**src/rtl/mips_cpu_muldiv.sv**
```systemverilog
// Multi-cycle MIPS multiply/divide unit owning HI/LO: radix-2 shift-add multiply,
// restoring divide, sign fix-up in a final cycle, MTHI/MTLO writes when not busy.
module mips_cpu_muldiv #(
  parameter int XLEN = 32
) (
  input  logic            clk,
  input  logic            reset,
  input  logic            clock_enable,
  input  logic            start,
  input  logic [1:0]      op,
  input  logic [XLEN-1:0] op_a,
  input  logic [XLEN-1:0] op_b,
  input  logic            hi_we,
  input  logic            lo_we,
  input  logic [XLEN-1:0] wdata,
  output logic            busy,
  output logic            done,
  output logic            div_by_zero,
  output logic [XLEN-1:0] hi,
  output logic [XLEN-1:0] lo
);

  typedef enum logic [1:0] {S_IDLE, S_CALC, S_FIX, S_DONE} state_t;

  state_t              state_q;
  logic [5:0]          cnt_q;
  logic                is_div_q;
  logic                neg_res_q;
  logic                neg_rem_q;
  logic [XLEN-1:0]     opnd_q;
  logic [2*XLEN-1:0]   acc_q;
  logic [XLEN-1:0]     rem_q;
  logic [XLEN-1:0]     hi_q;
  logic [XLEN-1:0]     lo_q;
  logic                busy_q;
  logic                done_q;
  logic                dbz_q;

  logic                signed_op;
  logic [XLEN-1:0]     mag_a;
  logic [XLEN-1:0]     mag_b;
  logic [XLEN:0]       mul_sum;
  logic [2*XLEN-1:0]   acc_mul_d;
  logic [XLEN:0]       rem_shift;
  logic [XLEN:0]       rem_trial;
  logic                q_bit;
  logic [XLEN-1:0]     rem_d;
  logic [XLEN-1:0]     quot_d;
  logic [2*XLEN-1:0]   prod_fix;
  logic [XLEN-1:0]     quot_fix;
  logic [XLEN-1:0]     rem_fix;

  always_comb begin
    signed_op = ~op[0];
    mag_a     = (signed_op && op_a[XLEN-1]) ? (~op_a + 1'b1) : op_a;
    mag_b     = (signed_op && op_b[XLEN-1]) ? (~op_b + 1'b1) : op_b;

    // Multiply: multiplier sits in the low half and shifts out as the product shifts in.
    mul_sum   = {1'b0, acc_q[2*XLEN-1:XLEN]} + (acc_q[0] ? {1'b0, opnd_q} : {(XLEN+1){1'b0}});
    acc_mul_d = {mul_sum, acc_q[XLEN-1:1]};

    // Divide: 33-bit trial subtraction; borrow out means the quotient bit is 0.
    rem_shift = {rem_q, acc_q[XLEN-1]};
    rem_trial = rem_shift - {1'b0, opnd_q};
    q_bit     = ~rem_trial[XLEN];
    rem_d     = q_bit ? rem_trial[XLEN-1:0] : rem_shift[XLEN-1:0];
    quot_d    = {acc_q[XLEN-2:0], q_bit};

    prod_fix  = neg_res_q ? (~acc_q + 1'b1) : acc_q;
    quot_fix  = neg_res_q ? (~acc_q[XLEN-1:0] + 1'b1) : acc_q[XLEN-1:0];
    rem_fix   = neg_rem_q ? (~rem_q + 1'b1) : rem_q;
  end

  always_ff @(posedge clk) begin
    if (clock_enable) begin
      if (!reset) begin
        state_q   <= S_IDLE;
        cnt_q     <= '0;
        is_div_q  <= 1'b0;
        neg_res_q <= 1'b0;
        neg_rem_q <= 1'b0;
        opnd_q    <= '0;
        acc_q     <= '0;
        rem_q     <= '0;
        hi_q      <= '0;
        lo_q      <= '0;
        busy_q    <= 1'b0;
        done_q    <= 1'b0;
        dbz_q     <= 1'b0;
      end else begin
        case (state_q)
          S_IDLE, S_DONE: begin
            done_q <= 1'b0;
            dbz_q  <= 1'b0;
            if (start) begin
              is_div_q  <= op[1];
              neg_res_q <= signed_op & (op_a[XLEN-1] ^ op_b[XLEN-1]);
              neg_rem_q <= signed_op & op_a[XLEN-1];
              opnd_q    <= op[1] ? mag_b : mag_a;
              acc_q     <= {{XLEN{1'b0}}, (op[1] ? mag_a : mag_b)};
              rem_q     <= '0;
              cnt_q     <= '0;
              if (op[1] && (op_b == '0)) begin
                hi_q    <= op_a;
                lo_q    <= '1;
                state_q <= S_DONE;
                done_q  <= 1'b1;
                dbz_q   <= 1'b1;
              end else begin
                state_q <= S_CALC;
                busy_q  <= 1'b1;
              end
            end else begin
              if (hi_we) hi_q <= wdata;
              if (lo_we) lo_q <= wdata;
              state_q <= S_IDLE;
            end
          end
          S_CALC: begin
            if (is_div_q) begin
              acc_q <= {acc_q[2*XLEN-1:XLEN], quot_d};
              rem_q <= rem_d;
            end else begin
              acc_q <= acc_mul_d;
            end
            cnt_q <= cnt_q + 6'd1;
            if (cnt_q == 6'd31) state_q <= S_FIX;
          end
          S_FIX: begin
            if (is_div_q) begin
              hi_q <= rem_fix;
              lo_q <= quot_fix;
            end else begin
              hi_q <= prod_fix[2*XLEN-1:XLEN];
              lo_q <= prod_fix[XLEN-1:0];
            end
            state_q <= S_DONE;
            busy_q  <= 1'b0;
            done_q  <= 1'b1;
          end
          default: state_q <= S_IDLE;
        endcase
      end
    end
  end

  assign busy        = busy_q;
  assign done        = done_q;
  assign div_by_zero = dbz_q;
  assign hi          = hi_q;
  assign lo          = lo_q;

endmodule

```
**config.mk**
```make
export PLATFORM = sky130hd
export DESIGN_NAME = mips_cpu_muldiv
export DESIGN_NICKNAME = d
export VERILOG_FILES = /design/src/rtl/mips_cpu_muldiv.sv
export SDC_FILE = /design/constraint.sdc
export NUM_CORES = 1
export LEC_CHECK = 0
export ABC_AREA = 1
export CAP_MARGIN = 20
export CORE_UTILIZATION = 25
export CTS_CLUSTER_SIZE = 8
export DETAILED_ROUTE_END_ITERATION = 8
export PLACE_DENSITY = 0.49
export SLEW_MARGIN = 20
export SYNTH_ARGS = -nofsm -noshare
export SYNTH_HDL_FRONTEND = slang
export SYNTH_SLANG_ARGS = --single-unit
```
**constraint.sdc**
```tcl
create_clock -name clk -period 12.9 [get_ports clk]
set_input_delay 1.935 -clock clk [delete_from_list [all_inputs] [get_ports clk]]
set_output_delay 1.935 -clock clk [all_outputs]
set_load 0.1 [all_outputs]
```
==> out/qor.csv <==
metric,value,unit
path_max_fanout,32,
io_pins,171,
mappedNetlistArea,18900,um2
maxCapViolCount,0,
ir_drop,85.4,uV
wirelength,87.2,mm
fin_ws,8170,ps
initial_utilization,0.253,
status,"complete, no violations",
cts_hold_buffers,0,
path_buf_inv,2,
synth_edf_count,206,
routabilityCongestion,0.985,
die_area,76800,um2
antenna_found_initial,3,
nets,3171,
core_area,74700,um2
ys.flop_type,edfxtp_1,
hp-class,flop to flop,
crit_slowest_cell,nor2_4,
path_common_cell,nand2_1,
synth-seq-area-share,0.327,
leakagePower,9.56,nW
slew-limit-headroom,0.258,
core.rowCount,100,
hold_viol_final,0,
cts.sinks,206,
clockBufferDepth,3,
tightest_slew,1110,ps
clockRootBuffer,clkbuf_16,
path_cells,"clkdlybuf4s50_1, inv_1, ha_1, nand4_1, nor2_1, nand3b_1, nor3_1, nand3_1, nand2_1, nand2_1, nor2_4",
cp.arrival,4920,ps
critical_path_required,13080,ps
drt-initial-drc-count,2338,
hpwl,70.7,mm
cts_resized,0,
rsz0062_at_grt,false,
nFillCells,8181,
fin_crit,4730,ps
io_buffers,170,
r2r_slack,9270,ps
startpoint_type,input port,
maxSlewViolCount,0,
grt_pass1_vias,18900,
powerDensity,120,nW/um2
fin_tns_setup,0,ps
finalSetupViolCount,0,
crit_family,simple AND/OR/NAND/NOR gates,
grt_overflow,0,
cts_buffers,31,
async_flop_share,0,
critical_path.max_stage_delay,800,ps
track_usage,0.220,
drt_first_pass_iters,6,
skew,34.1,ps
mostFrequentLayoutCell,nand2_1,
synth-seq-cells,206,
max_freq,211,MHz
cts_tree,yes,
avgSynthCellArea,6.61,um2
num_antenna_cells,0,
path_class,input port to flop,
die_h,277,um
yosysWarnings,0,
via_per_inst,5.11,
area_growth,19.0,%
cp-end-kind,flop,
syn_inst,2862,
ant_nets,0,
clk_pin_slew,50,ps
layout_common_cells,"nand2_1 (684), nor2_1 (380), inv_1 (344)",
post-cts-setup-buffers,0,
grt_pass1_wl,126,mm
clk_latency,600,ps
grt_max_degree,61,
vias,20300,
drc,0,
place_worst_setup_slack,7590,ps
wl_per_cell,22.0,um
synth_fp_nets,3039,
drive_gt1_frac,0.0410,
die_x,277,um
ys_types,46,
finalCritPeriodShare,0.367,
htree_levels,1,
[synthesized netlist by cell type, types with 6 or more instances]
cell type,number,share of area
nand2_1,684,0.14
nor2_1,385,0.076
inv_1,345,0.068
a21oi_1,255,0.067
o21ai_0,249,0.066
nand3_1,224,0.059
edfxtp_1,206,0.33
ha_1,71,0.047
xor2_1,64,0.030
clkbuf_1,57,0.011
nand4_1,38,0.013
nor3_1,33,0.0087
or2_2,24,0.0079
buf_1,20,0.0040
o211ai_1,20,0.0079
o21bai_1,20,0.0079
xnor2_1,17,0.0079
nand3b_1,16,0.0064
nor2_2,13,0.0043
buf_2,11,0.0029
o21a_1,10,0.0040
o22ai_1,10,0.0033
a31oi_1,9,0.0030
nand2_2,9,0.0030
o21ai_1,9,0.0024
o31ai_1,8,0.0032
a21o_1,7,0.0028
inv_2,6,0.0012
[layout make-up]
class                           count  area [um2]  share of cell area
Clock inverter                      6        80.1             0.00356
Tap cell                          969        1210              0.0539
Sequential cell                   206        6190               0.275
Inverter                          356        1340              0.0594
Clock buffer                       35         791              0.0351
Multi-Input combinational cell   2210       11100               0.491
Timing Repair Buffer              189        1840              0.0819
[metal layers]
layer | wire (um) | vias up | global-route usage
met4 | 2880 | 6 | 0.0662
met1 | 39000 | 9482 | 0.312
met3 | 7870 | 124 | 0.0430
met2 | 37400 | 871 | 0.335
met5 | 34 | - | 0
li1 | - | 9806 | -
[where the power goes]
part / switching (mW) / total (mW) / internal, mW
clock network: 0.314 / 0.778 / 0.464
registers: 0.0864 / 0.918 / 0.831
logic: 0.724 / 0.997 / 0.272
[registers in the layout, summed over array words and instances (netlist names)]
| register | flops |
|---|---|
| neg_rem_q | 1 |
| state_q | 2 |
| div_by_zero | 1 |
| is_div_q | 1 |
| lo | 32 |
| acc_q | 64 |
| opnd_q | 32 |
| done | 1 |
| rem_q | 32 |
| cnt_q | 6 |
| hi | 32 |
| neg_res_q | 1 |
| busy | 1 |
[kinds of logic after synthesis]
kind of cell,after synthesis,share of synthesized area
AO/OA/AOI/OAI,614,0.176
XOR/XNOR,81,0.0375
adder cells (fa/ha/maj),73,0.0491
buffers and inverters,446,0.0900
flip-flops,206,0.327
AND/OR/NAND/NOR,1442,0.321
[worst reg2reg max path, delay by kind of cell, from the launching register on]
kind | cells | cell delay [ps]
adders and majority gates | 2 | 690
and+or+nand+nor | 9 | 1000
AOI/OAI and AO/OA | 2 | 620
buffers and inverters | 2 | 610
DFF | 1 | 450
[path summary, 6_finish.rpt]
kind / start / end / cells past startpoint
setup / recovery: op_b[0] / lo[26]$_SDFFCE_PN0P_ / 11
hold / removal: cnt_q[0]$_SDFFCE_PN0P_ / cnt_q[0]$_SDFFCE_PN0P_ / 1
setup reg to reg: acc_q[31]$_SDFFCE_PN0P_ / rem_q[21]$_SDFFCE_PN0P_ / 15
hold reg to reg: cnt_q[0]$_SDFFCE_PN0P_ / cnt_q[0]$_SDFFCE_PN0P_ / 1
[per-stage QoR]
step	hold WS (ps)	total power, mW	utilization	std cells	instance area, um2
detailed placement	589	1.91	0.290	3930	21600
global placement	588	1.92	0.290	3930	21600
finish	595	2.69	0.301	3971	22500
global route	624	2.81	0.301	3971	22500
floorplan	563	1.56	-	2862	18900
CTS	596	2.69	0.301	3971	22500
(Power assumes the default switching activity.)
